===== src/rtl/memory_arbiter_pkg.sv =====
`default_nettype none
// ============================================================================
// Module   : memory_arbiter_pkg
// Brief    : Shared types, constants and helpers for the memory arbiter.
// Revision : 1.0 - initial release
// ============================================================================
package memory_arbiter_pkg;

    typedef enum logic [0:0] {
        ARB_IDLE      = 1'b0,
        ARB_WAIT_RESP = 1'b1
    } arb_state_t;

    localparam int unsigned DEFAULT_TIMEOUT_CYCLES = 255;

    function automatic int unsigned wrap_inc(input int unsigned idx, input int unsigned n);
        return (idx + 1 >= n) ? 0 : idx + 1;
    endfunction

endpackage
`default_nettype wire


===== src/rtl/memory_arbiter_if.sv =====
`default_nettype none
// ============================================================================
// Module   : memory_arbiter_if
// Brief    : Channel-side and memory-side buses of the memory arbiter.
// Revision : 1.0 - initial release
// ============================================================================
interface memory_arbiter_if #(
    parameter int NUM_CHANNELS = 2,
    parameter int ADDR_W       = 32,
    parameter int DATA_W       = 32
);
    logic [NUM_CHANNELS-1:0]        ch_req_valid;
    logic [NUM_CHANNELS*ADDR_W-1:0] ch_req_address;
    logic [NUM_CHANNELS-1:0]        ch_req_write;
    logic [NUM_CHANNELS*DATA_W-1:0] ch_req_write_data;
    logic [NUM_CHANNELS-1:0]        ch_req_ready;
    logic [NUM_CHANNELS-1:0]        ch_resp_valid;
    logic [NUM_CHANNELS-1:0]        ch_resp_error;
    logic [DATA_W-1:0]              ch_resp_read_data;
    logic [NUM_CHANNELS-1:0]        ch_resp_ready;

    logic                           mem_req_valid;
    logic [ADDR_W-1:0]              mem_req_address;
    logic                           mem_req_write;
    logic [DATA_W-1:0]              mem_req_write_data;
    logic                           mem_req_ready;
    logic                           mem_resp_valid;
    logic                           mem_resp_error;
    logic [DATA_W-1:0]              mem_resp_read_data;
    logic                           mem_resp_ready;

    // The arbiter side
    modport master (
        input  ch_req_valid, ch_req_address, ch_req_write, ch_req_write_data, ch_resp_ready,
        input  mem_req_ready, mem_resp_valid, mem_resp_error, mem_resp_read_data,
        output ch_req_ready, ch_resp_valid, ch_resp_error, ch_resp_read_data,
        output mem_req_valid, mem_req_address, mem_req_write, mem_req_write_data, mem_resp_ready
    );

    // The requesters plus memory controller side
    modport slave (
        output ch_req_valid, ch_req_address, ch_req_write, ch_req_write_data, ch_resp_ready,
        output mem_req_ready, mem_resp_valid, mem_resp_error, mem_resp_read_data,
        input  ch_req_ready, ch_resp_valid, ch_resp_error, ch_resp_read_data,
        input  mem_req_valid, mem_req_address, mem_req_write, mem_req_write_data, mem_resp_ready
    );
endinterface
`default_nettype wire


===== src/rtl/memory_arbiter_round_robin_pointer.sv =====
`default_nettype none
// ============================================================================
// Module   : round_robin_pointer
// Brief    : Round-robin channel pointer with advance and load-after-owner.
// Revision : 1.0 - initial release
// ============================================================================
module round_robin_pointer
    import memory_arbiter_pkg::*;
#(
    parameter int NUM_CHANNELS = 2,
    parameter int IDX_W        = $clog2(NUM_CHANNELS)
) (
    input  wire logic             clock,
    input  wire logic             clear_n,
    input  wire logic             advance,
    input  wire logic             load,
    input  wire logic [IDX_W-1:0] load_base,
    output logic      [IDX_W-1:0] ptr
);

    always_ff @(posedge clock or negedge clear_n) begin
        if (!clear_n) begin
            ptr <= '0;
        end else if (load) begin
            ptr <= IDX_W'(wrap_inc(32'(load_base), NUM_CHANNELS));
        end else if (advance) begin
            ptr <= IDX_W'(wrap_inc(32'(ptr), NUM_CHANNELS));
        end
    end

endmodule
`default_nettype wire


===== src/rtl/memory_arbiter.sv =====
`default_nettype none
// ============================================================================
// Module   : memory_arbiter
// Brief    : Round-robin, one-in-flight arbiter of N requesters onto one
//            memory port. MEMORY_ARBITER_TIMEOUT_EN adds a response watchdog.
// Revision : 1.0 - initial release
// ============================================================================
module memory_arbiter
    import memory_arbiter_pkg::*;
#(
    parameter int NUM_CHANNELS   = 2,
    parameter int ADDR_W         = 32,
    parameter int DATA_W         = 32,
    parameter int TIMEOUT_CYCLES = DEFAULT_TIMEOUT_CYCLES,
    parameter int IDX_W          = $clog2(NUM_CHANNELS)
) (
    input  wire logic             clock,
    input  wire logic             clear_n,
    memory_arbiter_if.master      bus,
    output logic                  busy,
    output logic      [IDX_W-1:0] owner
);

    arb_state_t              state, state_d;
    logic [IDX_W-1:0]        ptr;
    logic [IDX_W-1:0]        owner_q, owner_d;
    logic                    advance, load, timed_out;
    logic [NUM_CHANNELS-1:0] req_ready, resp_valid, resp_error;
    logic                    req_valid, resp_ready;
    logic [ADDR_W-1:0]       sel_address;
    logic                    sel_write, sel_valid;
    logic [DATA_W-1:0]       sel_write_data;

    round_robin_pointer #(.NUM_CHANNELS(NUM_CHANNELS), .IDX_W(IDX_W)) u_ptr (
        .clock     (clock),
        .clear_n   (clear_n),
        .advance   (advance),
        .load      (load),
        .load_base (owner_q),
        .ptr       (ptr)
    );

`ifdef MEMORY_ARBITER_TIMEOUT_EN
    localparam int TIMER_W = $clog2(TIMEOUT_CYCLES + 1);
    logic [TIMER_W-1:0] timer;

    // Timer sits at zero in IDLE, so it starts from zero on every WAIT_RESP entry
    always_ff @(posedge clock or negedge clear_n) begin
        if (!clear_n)                timer <= '0;
        else if (state == ARB_IDLE)  timer <= '0;
        else if (!timed_out)         timer <= timer + 1'b1;
    end
    assign timed_out = (state == ARB_WAIT_RESP) && (timer >= TIMER_W'(TIMEOUT_CYCLES - 1));
`else
    assign timed_out = 1'b0;
`endif

    always_comb begin
        sel_valid      = 1'b0;
        sel_address    = '0;
        sel_write      = 1'b0;
        sel_write_data = '0;
        for (int i = 0; i < NUM_CHANNELS; i++) begin
            if (IDX_W'(i) == ptr) begin
                sel_valid      = bus.ch_req_valid[i];
                sel_address    = bus.ch_req_address[i*ADDR_W +: ADDR_W];
                sel_write      = bus.ch_req_write[i];
                sel_write_data = bus.ch_req_write_data[i*DATA_W +: DATA_W];
            end
        end
    end

    always_comb begin
        state_d    = state;
        owner_d    = owner_q;
        advance    = 1'b0;
        load       = 1'b0;
        req_ready  = '0;
        req_valid  = 1'b0;
        resp_valid = '0;
        resp_error = '0;
        resp_ready = 1'b1;
        case (state)
            ARB_IDLE: begin
                // Ready is a function of the pointer only, never of any request valid
                req_ready[ptr] = bus.mem_req_ready;
                req_valid      = sel_valid & bus.mem_req_ready;
                if (req_valid) begin
                    state_d = ARB_WAIT_RESP;
                    owner_d = ptr;
                end else begin
                    advance = 1'b1;
                end
            end
            ARB_WAIT_RESP: begin
                if (timed_out) begin
                    resp_valid[owner_q] = 1'b1;
                    resp_error[owner_q] = 1'b1;
                    resp_ready          = 1'b0;
                    if (bus.ch_resp_ready[owner_q]) begin
                        state_d = ARB_IDLE;
                        load    = 1'b1;
                    end
                end else begin
                    resp_valid[owner_q] = bus.mem_resp_valid;
                    resp_error[owner_q] = bus.mem_resp_error;
                    resp_ready          = bus.ch_resp_ready[owner_q];
                    if (bus.mem_resp_valid && bus.ch_resp_ready[owner_q]) begin
                        state_d = ARB_IDLE;
                        load    = 1'b1;
                    end
                end
            end
            default: state_d = ARB_IDLE;
        endcase
    end

    always_ff @(posedge clock or negedge clear_n) begin
        if (!clear_n) begin
            state   <= ARB_IDLE;
            owner_q <= '0;
        end else begin
            state   <= state_d;
            owner_q <= owner_d;
        end
    end

    assign busy  = (state == ARB_WAIT_RESP);
    assign owner = owner_q;

    assign bus.ch_req_ready       = req_ready;
    assign bus.ch_resp_valid      = resp_valid;
    assign bus.ch_resp_error      = resp_error;
    assign bus.ch_resp_read_data  = bus.mem_resp_read_data;
    assign bus.mem_req_valid      = req_valid;
    assign bus.mem_req_address    = sel_address;
    assign bus.mem_req_write      = sel_write;
    assign bus.mem_req_write_data = sel_write_data;
    assign bus.mem_resp_ready     = resp_ready;

endmodule
`default_nettype wire


===== src/flat_wrapper.sv =====
// flat-port wrapper written by rule: the top's interface ports become plain ports
module memory_arbiter_flat import memory_arbiter_pkg::*;
#(
    parameter int NUM_CHANNELS   = 2,
    parameter int ADDR_W         = 32,
    parameter int DATA_W         = 32,
    parameter int TIMEOUT_CYCLES = DEFAULT_TIMEOUT_CYCLES,
    parameter int IDX_W          = $clog2(NUM_CHANNELS)
)
  (clock, clear_n, busy, owner, bus_ch_req_valid, bus_ch_req_address, bus_ch_req_write, bus_ch_req_write_data, bus_ch_resp_ready, bus_mem_req_ready, bus_mem_resp_valid, bus_mem_resp_error, bus_mem_resp_read_data, bus_ch_req_ready, bus_ch_resp_valid, bus_ch_resp_error, bus_ch_resp_read_data, bus_mem_req_valid, bus_mem_req_address, bus_mem_req_write, bus_mem_req_write_data, bus_mem_resp_ready);
  memory_arbiter_if #(.NUM_CHANNELS(NUM_CHANNELS), .ADDR_W(ADDR_W), .DATA_W(DATA_W)) bus_i ();
  input  wire logic clock;
  input  wire logic clear_n;
  output logic busy;
  output logic      [IDX_W-1:0] owner;
  input wire logic [$bits(bus_i.ch_req_valid)-1:0] bus_ch_req_valid;
  input wire logic [$bits(bus_i.ch_req_address)-1:0] bus_ch_req_address;
  input wire logic [$bits(bus_i.ch_req_write)-1:0] bus_ch_req_write;
  input wire logic [$bits(bus_i.ch_req_write_data)-1:0] bus_ch_req_write_data;
  input wire logic [$bits(bus_i.ch_resp_ready)-1:0] bus_ch_resp_ready;
  input wire logic [$bits(bus_i.mem_req_ready)-1:0] bus_mem_req_ready;
  input wire logic [$bits(bus_i.mem_resp_valid)-1:0] bus_mem_resp_valid;
  input wire logic [$bits(bus_i.mem_resp_error)-1:0] bus_mem_resp_error;
  input wire logic [$bits(bus_i.mem_resp_read_data)-1:0] bus_mem_resp_read_data;
  output wire logic [$bits(bus_i.ch_req_ready)-1:0] bus_ch_req_ready;
  output wire logic [$bits(bus_i.ch_resp_valid)-1:0] bus_ch_resp_valid;
  output wire logic [$bits(bus_i.ch_resp_error)-1:0] bus_ch_resp_error;
  output wire logic [$bits(bus_i.ch_resp_read_data)-1:0] bus_ch_resp_read_data;
  output wire logic [$bits(bus_i.mem_req_valid)-1:0] bus_mem_req_valid;
  output wire logic [$bits(bus_i.mem_req_address)-1:0] bus_mem_req_address;
  output wire logic [$bits(bus_i.mem_req_write)-1:0] bus_mem_req_write;
  output wire logic [$bits(bus_i.mem_req_write_data)-1:0] bus_mem_req_write_data;
  output wire logic [$bits(bus_i.mem_resp_ready)-1:0] bus_mem_resp_ready;
  assign bus_i.ch_req_valid = bus_ch_req_valid;
  assign bus_i.ch_req_address = bus_ch_req_address;
  assign bus_i.ch_req_write = bus_ch_req_write;
  assign bus_i.ch_req_write_data = bus_ch_req_write_data;
  assign bus_i.ch_resp_ready = bus_ch_resp_ready;
  assign bus_i.mem_req_ready = bus_mem_req_ready;
  assign bus_i.mem_resp_valid = bus_mem_resp_valid;
  assign bus_i.mem_resp_error = bus_mem_resp_error;
  assign bus_i.mem_resp_read_data = bus_mem_resp_read_data;
  assign bus_ch_req_ready = bus_i.ch_req_ready;
  assign bus_ch_resp_valid = bus_i.ch_resp_valid;
  assign bus_ch_resp_error = bus_i.ch_resp_error;
  assign bus_ch_resp_read_data = bus_i.ch_resp_read_data;
  assign bus_mem_req_valid = bus_i.mem_req_valid;
  assign bus_mem_req_address = bus_i.mem_req_address;
  assign bus_mem_req_write = bus_i.mem_req_write;
  assign bus_mem_req_write_data = bus_i.mem_req_write_data;
  assign bus_mem_resp_ready = bus_i.mem_resp_ready;
  memory_arbiter #(.NUM_CHANNELS(NUM_CHANNELS), .ADDR_W(ADDR_W), .DATA_W(DATA_W), .TIMEOUT_CYCLES(TIMEOUT_CYCLES), .IDX_W(IDX_W)) u_core (.clock(clock), .clear_n(clear_n), .bus(bus_i), .busy(busy), .owner(owner));
endmodule

===== config.mk =====
export PLATFORM = sky130hd
export DESIGN_NAME = memory_arbiter_flat
export DESIGN_NICKNAME = d
export VERILOG_FILES = /design/src/rtl/memory_arbiter_pkg.sv /design/src/rtl/memory_arbiter_if.sv /design/src/rtl/memory_arbiter_round_robin_pointer.sv /design/src/rtl/memory_arbiter.sv /design/src/flat_wrapper.sv
export SDC_FILE = /design/constraint.sdc
export NUM_CORES = 1
export LEC_CHECK = 0
export ABC_AREA = 1
export ABC_CLOCK_PERIOD_IN_PS = 1400
export CORE_AREA = 3 3 107 109
export DETAILED_ROUTE_END_ITERATION = 8
export DIE_AREA = 0 0 110 112
export PLACE_DENSITY_LB_ADDON = 0.15
export SKIP_CTS_REPAIR_TIMING = 1
export SLEW_MARGIN = 20
export SYNTH_ARGS = -nofsm -noshare
export SYNTH_HDL_FRONTEND = slang
export SYNTH_SLANG_ARGS = --single-unit

===== constraint.sdc =====
create_clock -name clock -period 1.4 [get_ports clock]
set_clock_uncertainty 0.1 [all_clocks]
set_input_delay 0.28 -clock clock [delete_from_list [all_inputs] [get_ports clock]]
set_output_delay 0.28 -clock clock [all_outputs]
set_load 0.005 [all_outputs]

==> run summary, run 1 <==
• complete, but fails checks — status
• negative setup slack — violations in the final reports
• 279 — instance count of the mapped netlist
• 4 — First-pass DRT Iterations
• sky130_fd_sc_hd__buf_6 — Most Frequent Cell on Critical Path
• 3 — number of synthesized register bits
• 139.2% — share of the cycle needed by the critical path after routing
• 0 — number of antenna repair diodes
• 58.63% — share of the synthesized area in the top cell type
• 513.1 MHz — Fmax achieved
• 0.0007258 V — worst voltage drop across the vdd grid
• 42.97% — share of layout cells above drive strength 1
• 3 — CTS sink count
• sky130_fd_sc_hd__clkbuf_8 — buffer type at the clock tree root
• 0 — global route total overflow
• -27.42 ns — accumulated negative setup slack
• 1.949 ns — Tmin final
• buf_12 > buf_6 > buf_6 > clkbuf_16 > nand2_2 > nand2_1 > clkbuf_2 — crit-path cells
• 0 — count of warnings emitted by yosys
• 75 — Setup violations, final
• 1.57 ns — crit path DAT
• 9 — number of cells traversed by the worst register-to-register path
• 138 x sky130_fd_sc_hd__nand2_1, 134 x sky130_fd_sc_hd__clkdlybuf4s50_1, 56 x sky130_fd_sc_hd__nand2_2 — most frequent cells in the layout
• 1,122 — fill cell count
• 9756 um — wire length of the first global-routing pass
• 2 — largest buffer count on any clock path
• -0.5489 ns — Worst Slack Setup Final
• 215.4% — Layout area overhead
• 5.720% — Seq/Total Area, Yosys
• 7 — instance count on the critical path
• buffers and inverters — cell family contributing the most delay on the critical path
• 0 — max-capacitance violation count
• sky130_fd_sc_hd__dfrtp_4 — Slowest-stage cell, CP
• 0 — number of antenna violations at the first check in global routing
• -0.06 ns — worst reg-to-reg setup slack
• 278 — Boundary Pins
• u_core.owner$_DFFE_PN0P_ — Crit Reg-Reg Endpoint
• 2,083 — via count of the first global-routing pass
• 4.704 sq um — average footprint of a synthesized cell
• 14 — Netlist cell types
• 450 — synthesized netlist net count
• 6.689 mW — power after layout
• 0 — pins over their slew limit
• u_core.u_ptr.ptr$_DFFE_PN0P_ — start of the worst register-to-register path
• 69 — Iter 0 DRT Violations
• sky130_fd_sc_hd__nand2_1 — biggest area consumer among synthesized cells
• in2async — type of the worst min-delay path
• 12.27% — initial core utilization
• 2,440 — vias after detailed routing
• 1.02 ns — required time reported for the critical path endpoint
• primary output — critical path endpoint category
• sky130_fd_sc_hd__nand2_1 — most frequent standard cell in the layout excluding fill and tap cells
• 26 — maximum number of pins on one net before global-route repair
• 10,700 sq um — Core ar.
• 83.49% — Max-slew headroom
• 0 — final hold violation count
• 684 — Final nets
• 12.97 um — routed wirelength normalized by instance count
• -0.5892 ns — pre-CTS setup slack
• 3 — number of clock buffers inserted by TritonCTS
• reg2out — critical path class
• 7 — CP Max Fanout
• yes — TritonCTS clock tree
• 9.601% — GRT Resource Usage Total
• 0 — DR DRC count
• 0.22 ns — Clk Latency, worst-skew pair
• 1 — number of levels in the clock H-tree
• 5857 um — post-detail-place hpwl
• flip-flop — startpoint type of the worst setup path
• 0 — count of nets left with antenna violations after detail routing
• sky130_fd_sc_hd__nand2_1 59%, sky130_fd_sc_hd__buf_4 20%, sky130_fd_sc_hd__dfrtp_1 5.7% — top cells by area in the synthesized netlist
• 0.1579 ns — Hold Worst Slack
• 8455 um — Total Wirelength
• 0.7525 — final weighted congestion in routability-driven placement
• 110 um — Horiz. Die Dim
• 0.58 ns — stage delay of the slowest cell on the critical path
• 0.2477 ns — Worst-Margin Slew
• 213 — PortBufs
• 1616 nW/um^2 — power per cell area
• 0.03 ns — clock transition at the register clock pins on the worst setup and hold paths after CTS
• 3.742 — via-per-instance ratio
• yes — setup repair after global routing missed its margin
• 2.203 nW — total leakage power
• 112 um — Die Y
• 38 — placement row count
• 12,320 sq um — area enclosed by the die boundary
• 5 — buffers and inverters on the worst path
• 1313 sq um — netlist area before placement
==> kinds of logic after synthesis <==
family	count (synthesis)	synth area share (%)
AOI/OAI and AO/OA	2	0.7619
buffers and inverters	56	29.74
DFF	3	5.720
and+or+nand+nor	218	63.78
==> worst max-delay path by stage <==
| stage | from | to | slack (ns) |
|---|---|---|---|
| after floorplan | u_core.u_ptr.ptr$_DFFE_PN0P_ | bus_mem_req_address[0] | 0.14 |
| after global placement | bus_mem_req_ready | bus_mem_req_valid | -0.58 |
| after detailed placement | bus_mem_req_ready | bus_mem_req_valid | -0.59 |
| after CTS | u_core.u_ptr.ptr$_DFFE_PN0P_ | bus_mem_req_valid | -0.71 |
| after global routing | u_core.u_ptr.ptr$_DFFE_PN0P_ | bus_mem_req_address[19] | -0.58 |
| final | u_core.u_ptr.ptr$_DFFE_PN0P_ | bus_mem_req_address[19] | -0.55 |
==> stage by stage <==
step	area (sq um)	util, %	cells
after global routing	4140	38.70	652
after detailed placement	3490	32.62	608
after global placement	3490	32.62	608
after floorplan	1313	-	279
after CTS	3535	33.04	612
final	4140	38.70	652
==> power breakdown <==
part / switching, mW / total (mW) / internal, mW
logic: 2.60 / 6.16 / 3.56
registers: 0.124 / 0.270 / 0.146
clock network: 0.0607 / 0.255 / 0.195
total: 2.79 / 6.69 / 3.90
==> cells in the mapped netlist (all sizes together) <==
| cell | count |
|---|---|
| buf | 47 |
| nor2 | 3 |
| dfrtp | 3 |
| o21ai | 2 |
| inv | 9 |
| nor3 | 4 |
| nand3 | 5 |
| nand2 | 205 |
| nand4 | 1 |
==> final cells by class <==
type                       instances  area, sq um  share of cell area [%]
sequential                         3        81.33                   1.964
timing repair buffer             275         2650                   64.01
timing repair inverter             1        11.26                  0.2720
multi-input combinational        220         1129                   27.26
tap                              140        175.2                   4.231
clock buffer                       4        45.04                   1.088
inverter                           9        48.80                   1.179
==> state kept, by name, summed over array words and instances, names as in the netlist <==
register / count
u_core.busy: 1
u_core.u_ptr.ptr: 1
u_core.owner: 1
==> per-layer routing <==
| layer | global-route usage, % | part of all wire (%) |
|---|---|---|
| met5 | 0 | 0 |
| met4 | 1.330 | 0.22 |
| met3 | 3.710 | 12 |
| met2 | 19.13 | 55 |
| met1 | 9.190 | 33 |
Power figures use the tool's default switching activity.
==> run 2, diff against run 1 <==
CTS_CLUSTER_DIAMETER = 100   (was unset)
MAX_ROUTING_LAYER = met4   (was unset)
==> run 2 against run 1 <==
Net effect: the flow still finishes with violations (negative setup slack); first-iteration DRC count is 20% lower; setup slack worse by 0.013 ns; combinational power is 4.9% lower; count of clock-buffer cells in the layout stayed put; global-route usage is 0.28 points higher; sequential cell count stayed put; sequential share of layout area is 0.078 points higher; cell count is 0.77% lower; die area stayed put; wire length is 0.12% lower; register-to-register slack worse by 0.04 ns; critical path depth is 1 higher.
==> run summary, run 2 (synthesized netlist as in run 1, its figures left out) <==
• complete, but fails checks — status, unchanged
• negative setup slack — violations in the final reports, unchanged
• 3981 sq um — design area, was 4140 sq um
• 13.05 um — routed wirelength normalized by instance count, was 12.97 um
• 1589 nW/um^2 — power per cell area, was 1616 nW/um^2
• -0.5624 ns — Worst Slack Setup Final, was -0.5489 ns
• 140.2% — share of the cycle needed by the critical path after routing, was 139.2%
• primary output — critical path endpoint category, unchanged
• 81.33 sq um — sequential cell area in the final layout, unchanged
• 8445 um — Total Wirelength, was 8455 um
• 112 um — Die Y, unchanged
• 12.27% — initial core utilization, unchanged
• 110 um — Horiz. Die Dim, unchanged
• 42.73% — switching share of total power, was 41.67%
• 0 — pins over their slew limit, unchanged
• 2.704 mW — power dissipated by switching net loads, was 2.787 mW
• 38 — placement row count, unchanged
• 3490 sq um — area of placed instances, unchanged
• 509.6 MHz — Fmax achieved, was 513.1 MHz
• 1 — number of levels in the clock H-tree, unchanged
• 4 — First-pass DRT Iterations, unchanged
• 3 — number of clock buffers inserted by TritonCTS, unchanged
• 1.02 ns — required time reported for the critical path endpoint, about the same
• 3.624 mW — cell-internal power, was 3.902 mW
• 55 — Iter 0 DRT Violations, was 69
• 92.5% — Comb power frac, was 92.1%
• 2 — largest buffer count on any clock path, unchanged
• 0.03 ns — clock transition at the register clock pins on the worst setup and hold paths after CTS, about the same
• 3.822 — via-per-instance ratio, was 3.742
• 9735 um — wire length of the first global-routing pass, was 9756 um
• 0 — count of nets left with antenna violations after detail routing, unchanged
• 0.0006909 V — worst voltage drop across the vdd grid, was 0.0007258 V
• 89.46% — Max-slew headroom, was 83.49%
• 278 — Boundary Pins, unchanged
• 2,088 — via count of the first global-routing pass, was 2,083
• 679 — Final nets, was 684
• sky130_fd_sc_hd__nand2_1 — most frequent standard cell in the layout excluding fill and tap cells, unchanged
• 1.58 ns — crit path DAT, was 1.57 ns
• 1085 sq um — multi-input gate area in the final layout, was 1129 sq um
• 9.878% — GRT Resource Usage Total, was 9.601%
• 0 — max-capacitance violation count, unchanged
• buf_8 > buf_12 > buf_6 > clkbuf_16 > buf_6 > nand2_2 > nand2_1 > clkbuf_2 — crit-path cells, was buf_12 > buf_6 > buf_6 > clkbuf_16 > nand2_2 > nand2_1 > clkbuf_2
• sky130_fd_sc_hd__clkbuf_8 — buffer type at the clock tree root, unchanged
• 5857 um — post-detail-place hpwl, unchanged
• 40.04% — share of layout cells above drive strength 1, was 42.97%
• 2,473 — vias after detailed routing, was 2,440
• flip-flop — startpoint type of the worst setup path, unchanged
• sky130_fd_sc_hd__buf_6 — Most Frequent Cell on Critical Path, unchanged
• 149 x sky130_fd_sc_hd__nand2_1, 135 x sky130_fd_sc_hd__clkdlybuf4s50_1, 51 x sky130_fd_sc_hd__clkbuf_2 — most frequent cells in the layout, was 138 x sky130_fd_sc_hd__nand2_1, 134 x sky130_fd_sc_hd__clkdlybuf4s50_1, 56 x sky130_fd_sc_hd__nand2_2
• 0.7621 — final weighted congestion in routability-driven placement, was 0.7525
• 4.0% — share of power burned in the clock network, was 3.8%
• 76 — Setup violations, final, was 75
• 6 — CP Max Fanout, was 7
• in2async — type of the worst min-delay path, unchanged
• 1.962 ns — Tmin final, was 1.949 ns
• 2.131 nW — total leakage power, was 2.203 nW
• 0 — final hold violation count, unchanged
• 26 — maximum number of pins on one net before global-route repair, unchanged
• 0 — number of antenna repair diodes, unchanged
• yes — setup repair after global routing missed its margin, unchanged
• 213 — PortBufs, unchanged
• 10,700 sq um — Core ar., unchanged
• 0.52 ns — stage delay of the slowest cell on the critical path, was 0.58 ns
• 0 — DR DRC count, unchanged
• 0.1541 ns — Hold Worst Slack, was 0.1579 ns
• 1,157 — fill cell count, was 1,122
• 0 — global route total overflow, unchanged
• reg2out — critical path class, unchanged
• 3 — CTS sink count, unchanged
• sky130_fd_sc_hd__dfrtp_4 — Slowest-stage cell, CP, unchanged
• yes — TritonCTS clock tree, unchanged
• 203.3% — Layout area overhead, was 215.4%
• 0.22 ns — Clk Latency, worst-skew pair, about the same
• 0 — number of antenna violations at the first check in global routing, unchanged
• 0.1578 ns — Worst-Margin Slew, was 0.2477 ns
• 12,320 sq um — area enclosed by the die boundary, unchanged
• 3.5% — Seq pwr share, was 4.0%
[run 2: worst max-delay path, delay by kind of cell, from the launching register on]
kind	cells	cell delay, ns
and+or+nand+nor	2	0.08
DFF	1	0.52
buffers and inverters	6	0.77
[run 2: worst paths after layout]
| path | start | endpoint | slack, ns | cells after the start |
|---|---|---|---|---|
| max reg2reg | u_core.u_ptr.ptr$_DFFE_PN0P_ | u_core.owner$_DFFE_PN0P_ | -0.10 | 9 |
| min | clear_n | u_core.u_ptr.ptr$_DFFE_PN0P_ | 0.15 | 1 |
| max | u_core.u_ptr.ptr$_DFFE_PN0P_ | bus_mem_req_write_data[15] | -0.56 | 8 |
| min in group clock | bus_ch_resp_ready[0] | u_core.u_ptr.ptr$_DFFE_PN0P_ | 0.28 | 3 |
| min reg2reg | u_core.owner$_DFFE_PN0P_ | u_core.owner$_DFFE_PN0P_ | 0.54 | 3 |
| max in group asynchronous | clear_n | u_core.u_ptr.ptr$_DFFE_PN0P_ | 0.88 | 1 |
[run 2: power groups by stage]
stage	Clock, mW	Sequential (mW)	Combinational (mW)
3_5_place_dp	0	0.190	4.58
5_1_grt	0.271	0.228	6.34
2_1_floorplan	0	0.174	1.80
3_3_place_gp	0	0.192	4.60
4_1_cts	0.255	0.190	4.60
6_report	0.253	0.219	5.86
[run 2: area by class of cell]
class	count	share of cell area, %
Timing Repair Buffer	270	63.55
Multi-Input combinational cell	220	27.25
Timing Repair inverter	1	0.2828
Sequential cell	3	2.043
Tap cell	140	4.400
Clock buffer	4	1.131
Inverter	9	1.351
[run 2: routing by layer]
metal	part of all wire, %	global-route usage, %
met5	0	-
met4	0.22	1.330
met1	32	9.681
met2	56	19.13
met3	11	2.899
[run 2: per-stage QoR]
step / setup slack [ns] / setup TNS [ns] / util (%) / power, mW / std cells
after CTS: -0.7057 / -46.12 / 33.04 / 5.048 / 612
after floorplan: 0.1382 / 0 / - / 1.974 / 279
after detailed placement: -0.5892 / -30.53 / 32.62 / 4.768 / 608
final: -0.5624 / -27.91 / 37.22 / 6.327 / 647
after global routing: -0.6169 / -31.51 / 37.22 / 6.841 / 647
after global placement: -0.5767 / -30.03 / 32.62 / 4.796 / 608
==> run 3, diff against run 2 <==
ABC_CLOCK_PERIOD_IN_PS = 1650   (was 1400)
CORE_AREA = 3 3 106 108   (was 3 3 107 109)
DIE_AREA = 0 0 109 111   (was 0 0 110 112)
SLEW_MARGIN = 25   (was 20)
clock period = 1.65 ns   (was 1.4 ns; I/O delays follow)
==> run 3 against run 2 <==
Net effect: the run still ends with negative setup slack left; design area rose by 8.8%; via count increased by 2.6%; largest power group unchanged; wire length rose by 16%; hold slack gained 0.049 ns; register-to-register slack better by 0.31 ns; largest cell class unchanged; clock power decreased by 16%; critical endpoint is now bus_mem_req_address[14]; critical path depth down 1; combinational power is 2% lower.
==> run summary, run 3 (synthesized netlist as in run 1, its figures left out) <==
• complete, but fails checks — status, unchanged
• negative setup slack — violations in the final reports, unchanged
• -0.4065 ns — pre-CTS setup slack, was -0.5892 ns
• 2 — largest buffer count on any clock path, unchanged
• 278 — Boundary Pins, unchanged
• 2,182 — via count of the first global-routing pass, was 2,088
• 0 — number of antenna repair diodes, unchanged
• 76 — Iter 0 DRT Violations, was 55
• sky130_fd_sc_hd__clkbuf_8 — buffer type at the clock tree root, unchanged
• 115.5% — share of the cycle needed by the critical path after routing
• 109 um — Horiz. Die Dim, was 110 um
• 0.2034 ns — Hold Worst Slack, was 0.1541 ns
• 15.08 um — routed wirelength normalized by instance count, was 13.05 um
• 3 — CTS sink count, unchanged
• 37 — maximum number of pins on one net before global-route repair, was 26
• 230.1% — Layout area overhead, was 203.3%
• 1421 nW/um^2 — power per cell area, was 1589 nW/um^2
• -0.2555 ns — Worst Slack Setup Final, was -0.5624 ns
• 0.7190 — final weighted congestion in routability-driven placement, was 0.7621
• 3 — number of clock buffers inserted by TritonCTS, unchanged
• 6075 um — post-detail-place hpwl, was 5857 um
• 686 — Final nets, was 679
• 10.85% — GRT Resource Usage Total, was 9.878%
• 41.97% — final core utilization, was 37.22%
• 12.71% — initial core utilization, was 12.27%
• 0 — number of antenna violations at the first check in global routing, unchanged
• 10,570 um — wire length of the first global-routing pass, was 9735 um
• 650 — post-route non-filler standard cell count, was 647
• 3425 sq um — area of placed instances, was 3490 sq um
• 2,537 — vias after detailed routing, was 2,473
• primary output — critical path endpoint category, unchanged
• 12,100 sq um — area enclosed by the die boundary, was 12,320 sq um
• 1.22 ns — required time reported for the critical path endpoint, was 1.02 ns
• 596 — DP Cell Count, was 608
• 0.21 ns — Clk Latency, worst-skew pair, was 0.22 ns
• 137 x sky130_fd_sc_hd__clkdlybuf4s50_1, 102 x sky130_fd_sc_hd__nand2_1, 79 x sky130_fd_sc_hd__nand2_2 — most frequent cells in the layout, was 149 x sky130_fd_sc_hd__nand2_1, 135 x sky130_fd_sc_hd__clkdlybuf4s50_1, 51 x sky130_fd_sc_hd__clkbuf_2
• 9804 um — Total Wirelength, was 8445 um
• 48.25% — share of layout cells above drive strength 1, was 40.04%
• 0 — max-capacitance violation count, unchanged
• 4333 sq um — design area, was 3981 sq um
• 2.310 nW — total leakage power, was 2.131 nW
• yes — setup repair after global routing missed its margin, unchanged
• 111 um — Die Y, was 112 um
• 3.903 — via-per-instance ratio, was 3.822
• yes — TritonCTS clock tree, unchanged
• 1.48 ns — crit path DAT, was 1.58 ns
• in2async — type of the worst min-delay path, unchanged
• sky130_fd_sc_hd__clkdlybuf4s50_1 — most frequent standard cell in the layout excluding fill and tap cells, was sky130_fd_sc_hd__nand2_1
• flip-flop — startpoint type of the worst setup path, unchanged
• 37 — placement row count, was 38
• 0.0006702 V — worst voltage drop across the vdd grid, was 0.0006909 V
• 0.03 ns — clock transition at the register clock pins on the worst setup and hold paths after CTS, about the same
• 524.8 MHz — Fmax achieved
• 0 — global route total overflow, unchanged
• 213 — PortBufs, unchanged
• reg2out — critical path class, unchanged
• -9.321 ns — accumulated negative setup slack, was -27.91 ns
• 0 — DR DRC count, unchanged
• 4 — First-pass DRT Iterations, unchanged
• 6.157 mW — power after layout, was 6.327 mW
• 65 — Setup violations, final, was 76
• 10,320 sq um — Core ar., was 10,700 sq um
• 1 — number of levels in the clock H-tree, unchanged
• 83.40% — Max-slew headroom, was 89.46%
• 0 — final hold violation count, unchanged
• 0 — pins over their slew limit, unchanged
• 0 — count of nets left with antenna violations after detail routing, unchanged
• 0.2490 ns — Worst-Margin Slew, was 0.1578 ns
• 1.906 ns — Tmin final
• 6 — CP Max Fanout, unchanged
==> run 3: changes by cell type in the layout (fill, tap and decap cells not counted), sizes merged <==
cell,change
inv,-1
buf,+15
clkdlybuf4s50,+2
clkinv,+1
clkbuf,-10
==> run 3: per-layer routing <==
metal | GRT usage, % | part of all wire, % | vias to the layer above
met5 | - | 0 | -
met4 | 1.094 | 0.64 | 0
met3 | 2.796 | 10 | 12
met2 | 21.25 | 54 | 138
met1 | 10.87 | 35 | 1112
li1 | - | - | 1275
==> run 3: critical path: stages, from the launching register on <==
cell and delay (ns):
sky130_fd_sc_hd__dfrtp_2 0.49, sky130_fd_sc_hd__buf_6 0.17, sky130_fd_sc_hd__buf_6 0.11, sky130_fd_sc_hd__clkbuf_16 0.15
sky130_fd_sc_hd__buf_12 0.13, sky130_fd_sc_hd__nand2_2 0.05, sky130_fd_sc_hd__nand2_2 0.04, sky130_fd_sc_hd__clkbuf_2 0.11
==> run 3: cell type report <==
type	instances	area (sq um)
Clock buffer	4	45.04
Tap cell	136	170.2
Timing Repair Buffer	277	2736
Fill cell	1073	5991
Sequential cell	3	77.57
Multi-Input combinational cell	220	1249
Inverter	9	46.29
Timing Repair inverter	1	8.758
==> run 3: path summary, 6_finish.rpt <==
path,start,end,slack [ns],cells past startpoint
setup / recovery,u_core.u_ptr.ptr$_DFFE_PN0P_,bus_mem_req_address[14],-0.26,7
hold / removal,clear_n,u_core.busy$_DFF_PN0_,0.20,1
setup reg to reg,u_core.u_ptr.ptr$_DFFE_PN0P_,u_core.u_ptr.ptr$_DFFE_PN0P_,0.21,7
hold reg to reg,u_core.owner$_DFFE_PN0P_,u_core.owner$_DFFE_PN0P_,0.55,3
max in group asynchronous,clear_n,u_core.owner$_DFFE_PN0P_,1.09,1
min in group clock,u_core.owner$_DFFE_PN0P_,u_core.owner$_DFFE_PN0P_,0.55,3
==> run 3: power by group <==
| part | switching (mW) | internal (mW) | total [mW] | leakage (nW) |
|---|---|---|---|---|
| Combinational | 2.48 | 3.27 | 5.75 | 2.25 |
| Sequential | 0.0748 | 0.116 | 0.191 | 0.0342 |
| Clock | 0.0478 | 0.165 | 0.213 | 0.0228 |
| Total | 2.61 | 3.55 | 6.16 | 2.31 |
